File: config.mk
export PLATFORM = sky130hd
export DESIGN_NAME = nes_core
export DESIGN_NICKNAME = d
export VERILOG_FILES = /design/src/rtl/nes_pkg.sv /design/src/rtl/nes_timing.sv /design/src/rtl/nes_core.sv
export SDC_FILE = /design/constraint.sdc
export NUM_CORES = 1
export LEC_CHECK = 0
export ABC_AREA = 0
export CAP_MARGIN = 20
export CORE_MARGIN = 5
export CORE_UTILIZATION = 40
export CTS_CLUSTER_SIZE = 16
export DETAILED_ROUTE_END_ITERATION = 12
export HOLD_SLACK_MARGIN = 0.08
export PLACE_DENSITY = 0.63
export RECOVER_POWER = 50
export SYNTH_ARGS = -nofsm -noshare
export SYNTH_HDL_FRONTEND = slang
export SYNTH_SLANG_ARGS = --single-unit
File: constraint.sdc
create_clock -name clk -period 4.3 [get_ports clk]
set_clock_uncertainty 0.2 [all_clocks]
set_input_delay 0.86 -clock clk [delete_from_list [all_inputs] [get_ports clk]]
set_output_delay 0.86 -clock clk [all_outputs]
set_load 0.005 [all_outputs]
File: src/rtl/nes_pkg.sv
// nes_pkg: shared timing constants, controller bit positions, the counter
// type and the tile-index helper for the nes_core picture generator.
package nes_pkg;

  localparam int unsigned DOTS_PER_LINE   = 341;
  localparam int unsigned LINES_PER_FRAME = 262;
  localparam int unsigned VIS_W           = 256;
  localparam int unsigned VIS_H           = 240;
  localparam int unsigned VBLANK_LINE     = 241;

  localparam int unsigned BTN_A      = 0;
  localparam int unsigned BTN_B      = 1;
  localparam int unsigned BTN_SELECT = 2;
  localparam int unsigned BTN_START  = 3;
  localparam int unsigned BTN_UP     = 4;
  localparam int unsigned BTN_DOWN   = 5;
  localparam int unsigned BTN_LEFT   = 6;
  localparam int unsigned BTN_RIGHT  = 7;

  typedef logic [8:0] cnt9_t;

  // 8x8 grid of 32-pixel tiles: column in the upper three bits, row in the lower.
  function automatic logic [5:0] tile_idx(input logic [7:0] px, input logic [7:0] py);
    return {px[7:5], py[7:5]};
  endfunction

endpackage

File: src/rtl/nes_timing.sv
// nes_timing: clock-enable divider plus PPU dot/line/frame-parity counters
// and registered h/v markers. Odd-frame dot skip is enabled by defining
// NES_ODD_FRAME_SKIP_EN.
module nes_timing
  import nes_pkg::*;
#(
  parameter int unsigned CLK_DIV = 4
) (
  input  logic  clk,
  input  logic  rst,
  output logic  tick,
  output cnt9_t dot_nxt,
  output cnt9_t line_nxt,
  output logic  h,
  output logic  v
);

  localparam int unsigned    PW         = $clog2(CLK_DIV);
  localparam logic [PW-1:0]  PHASE_LAST = PW'(CLK_DIV - 1);
  localparam cnt9_t          DOT_LAST   = cnt9_t'(DOTS_PER_LINE - 1);
  localparam cnt9_t          LINE_LAST  = cnt9_t'(LINES_PER_FRAME - 1);

  logic [PW-1:0] phase_q, phase_d;
  cnt9_t         dot_q, dot_d;
  cnt9_t         line_q, line_d;
  logic          frame_odd_q, frame_odd_d;
  logic          h_q, h_d;
  logic          v_q, v_d;
  cnt9_t         dot_last;

  // Next-state for divider, counters and line/frame-start markers.
  always_comb begin
    phase_d     = phase_q + PW'(1);
    tick        = (phase_q == PHASE_LAST);
    dot_d       = dot_q;
    line_d      = line_q;
    frame_odd_d = frame_odd_q;
    h_d         = h_q;
    v_d         = v_q;
    dot_last    = DOT_LAST;
`ifdef NES_ODD_FRAME_SKIP_EN
    if (frame_odd_q && (line_q == LINE_LAST)) dot_last = DOT_LAST - 9'd1;
`endif
    if (tick) begin
      // >= so the reset position (dot 340) still wraps if the last line is short.
      if (dot_q >= dot_last) begin
        dot_d = '0;
        if (line_q == LINE_LAST) begin
          line_d      = '0;
          frame_odd_d = ~frame_odd_q;
        end else begin
          line_d = line_q + 9'd1;
        end
      end else begin
        dot_d = dot_q + 9'd1;
      end
      h_d = (dot_d == '0);
      v_d = (dot_d == '0) && (line_d == '0);
    end
  end

  // Timing state register; frame_odd resets high so the first frame entered is even.
  always_ff @(posedge clk or negedge rst) begin
    if (!rst) begin
      phase_q     <= '0;
      dot_q       <= DOT_LAST;
      line_q      <= LINE_LAST;
      frame_odd_q <= 1'b1;
      h_q         <= 1'b0;
      v_q         <= 1'b0;
    end else begin
      phase_q     <= phase_d;
      dot_q       <= dot_d;
      line_q      <= line_d;
      frame_odd_q <= frame_odd_d;
      h_q         <= h_d;
      v_q         <= v_d;
    end
  end

  assign dot_nxt  = dot_d;
  assign line_nxt = line_d;
  assign h        = h_q;
  assign v        = v_q;

endmodule

File: src/rtl/nes_core.sv
// nes_core: scrollable tile test-pattern generator on NTSC PPU timing.
// Owns controller synchroniser, per-frame scroll/A state and the registered
// pixel output. Optional NES_ODD_FRAME_SKIP_EN shortens odd frames by one dot.
module nes_core
  import nes_pkg::*;
#(
  parameter int unsigned CLK_DIV     = 4,
  parameter int unsigned SCROLL_STEP = 1,
  parameter logic [7:0]  BLANK_INDEX = 8'h0F
) (
  input  logic       clk,
  input  logic       rst,
  input  logic [7:0] controller,
  output logic [7:0] pixel_out,
  output logic       h,
  output logic       v
);

  localparam logic [7:0] STEP = 8'(SCROLL_STEP);

  logic       tick;
  cnt9_t      dot_nxt, line_nxt;

  logic [7:0] sync1_q, sync1_d;
  logic [7:0] sync2_q, sync2_d;
  logic [7:0] scroll_x_q, scroll_x_d;
  logic [7:0] scroll_y_q, scroll_y_d;
  logic       a_q, a_d;
  logic [7:0] pixel_q, pixel_d;

  logic       sample;
  logic       visible;
  logic [7:0] px, py;
  logic       btn_unused;

  nes_timing #(
    .CLK_DIV(CLK_DIV)
  ) u_timing (
    .clk     (clk),
    .rst     (rst),
    .tick    (tick),
    .dot_nxt (dot_nxt),
    .line_nxt(line_nxt),
    .h       (h),
    .v       (v)
  );

  assign btn_unused = sync2_q[BTN_B] ^ sync2_q[BTN_SELECT];

  // Controller synchroniser and vblank-start scroll/A update.
  always_comb begin
    sync1_d    = controller;
    sync2_d    = sync1_q;
    scroll_x_d = scroll_x_q;
    scroll_y_d = scroll_y_q;
    a_d        = a_q;
    sample     = tick && (line_nxt == cnt9_t'(VBLANK_LINE)) && (dot_nxt == 9'd1);
    if (sample) begin
      a_d = sync2_q[BTN_A];
      if (sync2_q[BTN_START]) begin
        scroll_x_d = '0;
        scroll_y_d = '0;
      end else begin
        if (sync2_q[BTN_RIGHT] && !sync2_q[BTN_LEFT])      scroll_x_d = scroll_x_q + STEP;
        else if (sync2_q[BTN_LEFT] && !sync2_q[BTN_RIGHT]) scroll_x_d = scroll_x_q - STEP;
        if (sync2_q[BTN_DOWN] && !sync2_q[BTN_UP])         scroll_y_d = scroll_y_q + STEP;
        else if (sync2_q[BTN_UP] && !sync2_q[BTN_DOWN])    scroll_y_d = scroll_y_q - STEP;
      end
    end
  end

  // Pixel for the dot being entered on this tick.
  always_comb begin
    px      = dot_nxt[7:0] + scroll_x_q;
    py      = line_nxt[7:0] + scroll_y_q;
    visible = (dot_nxt < cnt9_t'(VIS_W)) && (line_nxt < cnt9_t'(VIS_H));
    pixel_d = pixel_q;
    if (tick) begin
      pixel_d = visible ? {2'b00, tile_idx(px, py) ^ (a_q ? 6'h30 : 6'h00)} : BLANK_INDEX;
    end
  end

  // Synchroniser, scroll, A and pixel registers.
  always_ff @(posedge clk or negedge rst) begin
    if (!rst) begin
      sync1_q    <= '0;
      sync2_q    <= '0;
      scroll_x_q <= '0;
      scroll_y_q <= '0;
      a_q        <= 1'b0;
      pixel_q    <= '0;
    end else begin
      sync1_q    <= sync1_d;
      sync2_q    <= sync2_d;
      scroll_x_q <= scroll_x_d;
      scroll_y_q <= scroll_y_d;
      a_q        <= a_d;
      pixel_q    <= pixel_d;
    end
  end

  assign pixel_out = pixel_q;

endmodule

; ---- After elaboration in Yosys (flattened, before gate mapping)
; Cells that the tools add are included.
[totals]
reg_bits = 63
input_bits = 10
output_inout_bits = 10
[classes]
addsub = 9
order_cmp = 3
eq_ne = 4
n_mux = 15
n_bitwise = 1
reduce_logical = 18
[ops]
columns = cell, n
row1 = 2-to-1 mux 9 bit, 7
row2 = 2-to-1 mux 8 bit, 6
row3 = "adder 9 x 1 -> 9 bit, second input constant", 2
row4 = logical NOT 9 bit, 2
row5 = "adder 8 x 1 -> 8 bit, second input constant", 2
row6 = adder 8 bit, 2
row7 = "subtractor 8 x 1 -> 8 bit, second input constant", 2
row8 = 2-to-1 mux 6 bit, 2
row9 = "equality test 9 x 1 -> 1 bit, second input constant", 1
row10 = "equality test 9 x 8 -> 1 bit, second input constant", 1
row11 = "equality test 9 bit, second input constant", 1
row12 = ">= comparator 9 bit, second input constant", 1
row13 = "less-than comparator 9 x 8 -> 1 bit, second input constant", 1
row14 = "less-than comparator 9 bit, second input constant", 1
row15 = logical AND 1 bit, 8
row16 = nonzero test 3 bit, 2
row17 = bitwise XOR 6 bit, 1
row18 = logical NOT 1 bit, 4
row19 = AND reduction 2 bit, 2
row20 = "adder 2 x 1 -> 2 bit, second input constant", 1
row21 = "equality test 2 bit, second input constant", 1

; ---- Depth between registers and ports, before layout
; Gate-level depths: netlist (run 1).
[depth]
word_depth = 9
ltp_mapped = 15
mapped_depth_nobuf = 14

; ---- By module
; From an unflattened synthesis (run 1), not the netlist that was laid out.
[unflattened]
cells_unflattened = 382
area_unflattened_um2 = 3704.8
[modules_own_cells]
columns = mod, n_inst, cells_each, area_per_inst_um2, seq_area_each_um2
row1 = nes_core, 1, 217, 2268.4, 875.8
row2 = nes_timing, 1, 165, 1436.4, 559.3

; ---- Worst setup path after synthesis (run 1)
; OpenSTA, ideal clock, no wires.
[synth_path]
path_type = register to register
startpoint = register u_timing.dot_q[4]
endpoint = register pixel_q[5], in the netlist pixel_out[5]
setup_ns = 0.126
arrival_ns = 3.167
required_ns = 3.974
setup_slack_ns = 0.807
path_stages_with_launch = 16
period_less_slack_ns = 3.493
path_cell_list = dfstp_2 -> buf_2 -> o211ai_1 -> a21oi_1 -> clkbuf_1 -> o21ai_0 -> nand2_1 -> o31ai_1 -> ha_1 -> o21a_1 -> o2111ai_1 -> o311ai_0 -> a21o_1 -> a21oi_1 -> xnor2_1 -> o2bb2ai_1
[synth_between]
elab_chain_cells = 7
elab_cells_between_ends = 14
cone_classes = add/sub: 2 / order compare: 3 / mux: 7 / bitwise: 1 / reduce/logical: 1
[synth_rtl]
columns = item, line_no
row1 = start: declaration, nes_timing.sv:24  ; cnt9_t dot_q, dot_d;
row2 = start signal: assignment, nes_timing.sv:73  ; dot_q <= dot_d;
row3 = adder 9 x 1 -> 9 bit or >= comparator 9 bit (tied branches), "nes_timing.sv:55, nes_timing.sv:46"
row4 = 2-to-1 mux 9 bit, nes_timing.sv:46  ; if (dot_q >= dot_last) begin
row5 = 2-to-1 mux 9 bit, nes_timing.sv:44  ; if (tick) begin
row6 = 2-to-1 mux 9 bit *, nes_timing.sv:44
row7 = net dot_nxt[4], nes_core.sv:22  ; cnt9_t dot_nxt, line_nxt;
row8 = adder 8 bit or less-than comparator 9 bit (tied branches), "nes_core.sv:74, nes_core.sv:76"
row9 = bitwise XOR 6 bit or logical AND 1 bit (tied branches), "nes_core.sv:79, nes_core.sv:76"
row10 = 2-to-1 mux 6 bit *, nes_core.sv:79  ; pixel_d = visible ? {2'b00, tile_idx(px, py) ^ (a_q ? 6'h30 : 6'h00)} : BLANK_INDEX;
row11 = end signal: assignment, nes_core.sv:98  ; pixel_q <= pixel_d;
row12 = end: declaration, nes_core.sv:29  ; logic [7:0] pixel_q, pixel_d;
; The timed path passes the listed nets; every way through them passes the cells marked *. The select of a mux whose other input is x is not followed.
; A chain may end at the register's enable or synchronous reset.

; ---- Worst setup path after layout (run 1)
[layout_path]
startpoint = register u_timing.dot_q[3]
endpoint = register pixel_q[5], in the netlist pixel_out[5]
[layout_between]
elab_chain_cells = 7
elab_cells_between_ends = 14
cone_classes = add/sub: 2 / order compare: 3 / mux: 7 / bitwise: 1 / reduce/logical: 1
[layout_rtl]
columns = item, line_no
row1 = adder 9 x 1 -> 9 bit or >= comparator 9 bit (tied branches), "nes_timing.sv:55, nes_timing.sv:46"
row2 = 2-to-1 mux 9 bit *, nes_timing.sv:46
row3 = 2-to-1 mux 9 bit * (2 in series), nes_timing.sv:44
row4 = net dot_nxt[4], nes_core.sv:22
row5 = adder 8 bit or less-than comparator 9 bit (tied branches), "nes_core.sv:74, nes_core.sv:76"
row6 = bitwise XOR 6 bit or logical AND 1 bit (tied branches), "nes_core.sv:79, nes_core.sv:76"
row7 = 2-to-1 mux 6 bit *, nes_core.sv:79
; Marks and branches as above.

==> flow_summary.json, run 1 <==
{
  "die-height_microns": 109.5,
  "p_switching_uw": 247.6,
  "hold_start": "sync1_q[4]$_DFF_PN0_",
  "crit_family": "compound AO/OA/AOI/OAI gates",
  "cts_hold_buffers": 0,
  "placed_area_sq_um": 4194,
  "p_seq_share_pct": 44.9,
  "overflow": 0,
  "maxCapViolCount": 1,
  "slowest_stage": "o311ai_0",
  "crit_chain": "o211ai_1 -> a21o_1 -> nand2_1 -> o31ai_1 -> ha_1 -> o21a_1 -> o2111ai_1 -> o311ai_0 -> a21o_1 -> a21oi_1 -> xnor2_1 -> o2bb2ai_1",
  "finalCritPeriodShare_pct": 84.96,
  "fill_cells": 954,
  "clk_latency_ps": 340,
  "layout.nets": 470,
  "violations": "max-capacitance violations, max-slew violations",
  "cp_data_arrival_time_ps": 3660,
  "intPower_uw": 976.0,
  "pwr-share-clk_pct": 51.7,
  "path_max_fanout": 11,
  "worst_ir_drop_vdd_mv": 0.2284,
  "rr_startpoint": "u_timing.dot_q[3]$_DFF_PN0_",
  "layout-drive-gt1-share_pct": 12.01,
  "fin_area_sq_um": 4447,
  "layout_min_cycle_time_ps": 3653,
  "slowest_delay_ps": 630,
  "startpoint": "u_timing.dot_q[3]$_DFF_PN0_",
  "syn_inst": 418,
  "cts_made_buffers": 9,
  "path_buf_inv": 0,
  "async_reset_ff_share_pct": 100.0,
  "tightest_slew_ps": 1934,
  "max_slew_margin_pct": -28.95,
  "dp_hpwl_microns": 6128,
  "dieArea_sq_um": 11990,
  "grt_usage_pct": 15.29,
  "cts.reportedPaths.clkPinSlew_ps": 70,
  "drc": 0,
  "required_ps": 4310,
  "cts_buffer_depth": 2,
  "use_met3_pct": 5.109,
  "synth.distinct_cells": 70,
  "antenna_found_initial": 0,
  "use_met1_pct": 19.63,
  "finalSetupTns_ps": 0,
  "cts_num_sinks": 57,
  "hold_slack_ps": 153.1,
  "cp-end-kind": "register",
  "status": "finished with violations",
  "wl_per_cell_microns": 14.90,
  "synth_area_leaders": "dfrtp_1 (32%), ha_1 (9.5%), dfstp_2 (4.6%)",
  "gp_congestion": 0.8825,
  "vias": 3147,
  "start_util_pct": 40.70,
  "netlist.area_leader.share_pct": 31.60,
  "start_kind": "register",
  "rsz0062_at_grt": "false",
  "first_pass_iters": 4,
  "portBuffers": 15,
  "power_frac_comb_pct": 3.4,
  "hold_viol": 0,
  "synthToLayoutAreaGrowth_pct": 12.29,
  "cts-resized-gates": 0,
  "cts_root_buf": "clkbuf_8",
  "p_sw_share_pct": 20.23,
  "critPathKind": "register to register",
  "grt_pass1_wl_microns": 14480,
  "avgSynthCellArea_sq_um": 9.474,
  "drt-initial-drc-count": 122,
  "finalMaxSlewViolations": 37,
  "grtUsageMet2_pct": 24.28,
  "pin_count": 20,
  "netlist_area_sq_um": 3960,
  "grt_max_degree": 45,
  "post_cts_buffers": 0,
  "vias_per_cell": 5.560,
  "core_sq_um": 9729,
  "seq_area_frac_synth_pct": 36.24,
  "powerDensity_nw_per_um2": 275.2,
  "yosys_register_bits": 57,
  "die_x_microns": 109.5,
  "yosysTopAreaCell": "dfrtp_1",
  "diodes": 0,
  "drt_wl_total_microns": 8432,
  "grt_pass1_vias": 3133,
  "grt-busiest-layer": "met2",
  "htreeDepth": 3,
  "cp_common_cell": "a21o_1",
  "synth-main-ff-cell": "dfrtp_1",
  "fp-row-count": 36,
  "antenna_left": 0,
  "min_path_type": "register to register",
  "leakage_nw": 1.978,
  "setup_violations": 0,
  "placed_cells": 549,
  "finalNonFillerCells": 566,
  "ys_warn_count": 0,
  "power.total_mw": 1.224,
  "tritoncts": "yes",
  "fmax_mhz": 273.7,
  "synth_enable_flop_cells": 0
}
-- cell usage in the layout (no fill, tap or decap), types with 9 or more instances in the layout --
| cell type | instances |
|---|---|
| dfrtp_1 | 50 |
| inv_1 | 19 |
| o21ai_0 | 27 |
| nand2_1 | 30 |
| nand3_1 | 15 |
| a21oi_1 | 15 |
| nor3_1 | 16 |
| xor2_1 | 9 |
| ha_1 | 30 |
| nor2_1 | 33 |
| clkbuf_8 | 11 |
-- cell usage after synthesis, drive strengths merged (7+ instances only) --
| cell | instances |
|---|---|
| xnor2 | 8 |
| nand3 | 15 |
| dfrtp | 50 |
| a211oi | 7 |
| buf | 18 |
| nand2b | 7 |
| a21oi | 15 |
| dfstp | 7 |
| o21ai | 27 |
| nor2b | 8 |
| nor3 | 18 |
| mux2 | 15 |
| ha | 30 |
| xor2 | 10 |
| nor2 | 34 |
| a21o | 8 |
| nand2 | 30 |
| inv | 19 |
-- cell families after synthesis --
| kind of cell | Yosys count | share of synthesized area (%) |
|---|---|---|
| flops | 57 | 36.24 |
| fa+ha+maj | 32 | 10.49 |
| other cells | 1 | 0.09470 |
| buf+inv | 42 | 4.707 |
| xor+xnor | 18 | 4.171 |
| simple gates | 143 | 20.41 |
| compound gates | 109 | 18.70 |
| mux | 16 | 5.182 |
-- through the flow --
stage          setup WS (ps)  utilization (%)
2_1_floorplan          807.4                -
3_3_place_gp           774.0            43.11
3_5_place_dp           632.1            43.11
4_1_cts                609.4            45.72
5_1_grt                253.3            45.70
6_report               646.6            45.70
-- worst paths after layout --
check | endpoint | slack, ps | cells after the start
worst max-delay path | pixel_out[5]$_DFFE_PN0N_ | 650 | 12
worst min-delay path | sync2_q[4]$_DFF_PN0_ | 150 | 0
worst max register to register | pixel_out[5]$_DFFE_PN0N_ | 650 | 12
worst min register to register | sync2_q[4]$_DFF_PN0_ | 150 | 0
max in group asynchronous | scroll_x_q[6]$_DFFE_PN0P_ | 1160 | 3
min in group asynchronous | u_timing.line_q[7]$_DFF_PN0_ | 250 | 1
-- worst register-to-register path, cell delays in order (launching register included) --
cell	delay (ps)
dfrtp_1	490
o211ai_1	290
a21o_1	320
nand2_1	180
o31ai_1	400
ha_1	210
o21a_1	150
o2111ai_1	110
o311ai_0	630
a21o_1	220
a21oi_1	70
xnor2_1	170
o2bb2ai_1	70
-- state kept, by name (all words and copies together), names as in the netlist --
register,flops
a_q,1
pixel_out,6
scroll_x_q,8
scroll_y_q,8
sync1_q,6
sync2_q,6
u_timing.dot_q,9
u_timing.h,1
u_timing.line_q,9
u_timing.phase_q,2
u_timing.v,1
-- per-layer routing --
layer	wire length [microns]	vias up	share of wire (%)
met4	146	0	1.7
met3	375	14	4.4
met2	3997	54	47
li1	-	1555	-
met5	0	-	0
met1	3912	1524	46
-- power groups by stage --
stage / clock [mW] / combinational (mW) / sequential, mW
2_1_floorplan: 0 / 0.0262 / 0.555
3_3_place_gp: 0 / 0.0425 / 0.558
3_5_place_dp: 0 / 0.0445 / 0.558
4_1_cts: 0.648 / 0.0446 / 0.549
5_1_grt: 0.671 / 0.0499 / 0.549
6_report: 0.633 / 0.0419 / 0.549
-- cell type report --
class / count / area, sq um / area share [%]
clock inverters: 4 / 98.84 / 2.223
well taps: 133 / 166.4 / 3.742
repair buffers: 20 / 173.9 / 3.911
inverters: 20 / 75.07 / 1.688
flip-flops and latches: 57 / 1435 / 32.27
multi-input cells: 320 / 2342 / 52.67
clock buffers: 12 / 155.1 / 3.489
Power figures use the tool's default switching activity.
==> inputs of run 2 (changes only) <==
==> constraint.sdc (replaced) <==
create_clock -name clk -period 3.53 [get_ports clk]
set_clock_uncertainty 0.2 [all_clocks]
set_input_delay 0.706 -clock clk [delete_from_list [all_inputs] [get_ports clk]]
set_output_delay 0.706 -clock clk [all_outputs]
set_load 0.005 [all_outputs]
==> run 2 against run 1 <==
Compared with the run above:
- the run now ends clean
- fmax rose by 12%
- sequential cell count did not move
- critical path depth rose by 1
- critical path type unchanged
- largest cell class unchanged
- highest routed layer unchanged
==> flow_summary.json, run 2 (synthesis gave the netlist of run 1 again) <==
{
  "min_path_type": "register to register",
  "p_sw_share_pct": 23.37,
  "grt_max_degree": 42,
  "dieArea_sq_um": 11990,
  "rsz0062_at_grt": "false",
  "antenna_left": 0,
  "pin_count": 20,
  "start_util_pct": 40.70,
  "die-height_microns": 109.5,
  "status": "completed",
  "pre_cts_ws_ps": 138.8,
  "worst_slack_ps": 265.2,
  "startpoint": "u_timing.line_q[0]$_DFF_PN1_",
  "cp_data_arrival_time_ps": 3290,
  "path_max_fanout": 9,
  "power_frac_comb_pct": 3.8,
  "rrSetupSlack_ps": 270,
  "cts_made_buffers": 9,
  "maxCapViolCount": 0,
  "finalMaxSlewViolations": 0,
  "cts_hold_buffers": 0,
  "drt-initial-drc-count": 156,
  "leakage_nw": 2.032,
  "overflow": 0,
  "htreeDepth": 3,
  "required_ps": 3560,
  "crit_chain": "ha_1 -> nand4b_1 -> nor4b_4 -> nor2_1 -> o21ai_0 -> o21ai_0 -> ha_1 -> a211o_1 -> o21ai_0 -> a21oi_1 -> a211oi_2 -> xor2_1 -> o22a_1",
  "clk_latency_ps": 330,
  "drt_wl_total_microns": 8710,
  "fp-row-count": 36,
  "tightest_slew_ps": 990.8,
  "cp_common_cell": "o21ai_0",
  "core_sq_um": 9729,
  "cts.reportedPaths.clkPinSlew_ps": 70,
  "grt_usage_pct": 15.95,
  "grt_pass1_vias": 3155,
  "dp_hpwl_microns": 6443,
  "tritoncts": "yes",
  "p_seq_share_pct": 50.1,
  "crit_path_end": "pixel_out[2]$_DFFE_PN0N_",
  "max_slew_margin_pct": 33.94,
  "antenna_found_initial": 0,
  "first_pass_iters": 5,
  "top_regs": "u_timing.dot_q x9, u_timing.line_q x9",
  "layout-drive-gt1-share_pct": 15.85,
  "cp-end-kind": "register",
  "grt_pass1_wl_microns": 15040,
  "cts_buffer_depth": 2,
  "wl_per_cell_microns": 14.99,
  "final_cell_mix": "dfrtp_1 (50), nor2_1 (33), nand2_1 (30), ha_1 (30), o21ai_0 (27)",
  "critPathKind": "register to register",
  "worst_ir_drop_vdd_mv": 0.2361,
  "crit_family": "compound AO/OA/AOI/OAI gates",
  "p_switching_uw": 311.8,
  "finalCritPeriodShare_pct": 92.49,
  "intPower_mw": 1.023,
  "cp.depth": 13,
  "slowest_delay_ps": 620,
  "synthToLayoutAreaGrowth_pct": 14.28,
  "r2r_end": "pixel_out[2]$_DFFE_PN0N_",
  "final_common_cell": "dfrtp_1",
  "vias_per_cell": 5.472,
  "fmax_mhz": 306.3,
  "power.total_mw": 1.334,
  "drc": 0,
  "layout.nets": 485,
  "hold_viol": 0,
  "cts_root_buf": "clkbuf_8",
  "start_kind": "register",
  "path_buf_inv": 0,
  "cts_num_sinks": 57,
  "slowest_stage": "dfstp_2",
  "gp_congestion": 0.8055,
  "portBuffers": 15,
  "vias": 3179,
  "layout_min_cycle_time_ps": 3265,
  "diodes": 0,
  "pwr-share-clk_pct": 46.1,
  "die_x_microns": 109.5,
  "rr_startpoint": "u_timing.line_q[0]$_DFF_PN1_",
  "powerDensity_nw_per_um2": 294.8,
  "finalSetupTns_ps": 0,
  "reg2regPathDepth": 13,
  "setup_violations": 0
}
==> run 2: changes by cell type in the layout (fill, tap and decap cells not counted), moves of 2 or more <==
| cell | before | now |
|---|---|---|
| bufinv_16 | 3 | 1 |
| buf_4 | 3 | 18 |
| clkbuf_1 | 4 | 2 |
| clkinv_2 | 0 | 2 |
| clkinvlp_4 | 0 | 2 |
==> run 2: area by class of cell <==
cell class	instances	area, sq um
fill	966	5204
tap	133	166.4
sequential	57	1435
timing repair buffer	35	304.0
inverter	20	75.07
clock buffer	11	141.4
clock inverter	5	55.05
multi-input combinational	320	2349
==> run 2: per-layer routing <==
| metal | vias to the layer above | GRT usage [%] | routed length (microns) |
|---|---|---|---|
| met5 | - | 0 | 0 |
| met2 | 56 | 26.37 | 4242 |
| met4 | 0 | 3.740 | 25 |
| met3 | 2 | 3.288 | 361 |
| met1 | 1530 | 21.48 | 4081 |
| li1 | 1591 | - | - |
==> run 2: worst min-delay path by stage <==
stage                               startpoint                            to  slack (ps)  cells past startpoint
after floorplan           sync1_q[0]$_DFF_PN0_          sync2_q[0]$_DFF_PN0_         130                      0
after global placement    sync1_q[0]$_DFF_PN0_          sync2_q[0]$_DFF_PN0_         130                      0
after detailed placement  sync1_q[6]$_DFF_PN0_          sync2_q[6]$_DFF_PN0_         130                      0
after CTS                                  rst  u_timing.line_q[7]$_DFF_PN0_         100                      1
after global routing      sync1_q[6]$_DFF_PN0_          sync2_q[6]$_DFF_PN0_         170                      0
final                     sync1_q[6]$_DFF_PN0_          sync2_q[6]$_DFF_PN0_         150                      0
==> run 2: worst reg2reg max path: cells and delay by family (launching register included) <==
family                     cells  cell delay, ps
AOI/OAI and AO/OA              7            1160
and+or+nand+nor                3             650
DFF                            1             620
adders and majority gates      2             430
xor gates and xnor gates       1             100
==> run 2: repair_timing <==
action / 4_1_cts / 5_1_grt
setup endpoints to repair: 0 / 3
gates resized for setup: 0 / 3
buffers inserted: 0 / 1
==> run 2: power by group through the flow <==
stage | clock network [mW] | registers (mW) | logic, mW
3_3_place_gp | 0 | 0.680 | 0.0519
3_5_place_dp | 0 | 0.680 | 0.0542
4_1_cts | 0.630 | 0.668 | 0.0547
2_1_floorplan | 0 | 0.676 | 0.0319
5_1_grt | 0.663 | 0.669 | 0.0600
6_report | 0.615 | 0.668 | 0.0510
==> run 2: through the flow <==
step | cells | cell area (sq um) | util [%] | hold slack [ps]
CTS | 580 | 4516 | 46.41 | 99.25
global route | 581 | 4526 | 46.51 | 169.2
detailed placement | 564 | 4319 | 44.39 | 134.7
global placement | 564 | 4319 | 44.39 | 131.6
finish | 581 | 4526 | 46.51 | 147.9
floorplan | 419 | 3964 | - | 131.2
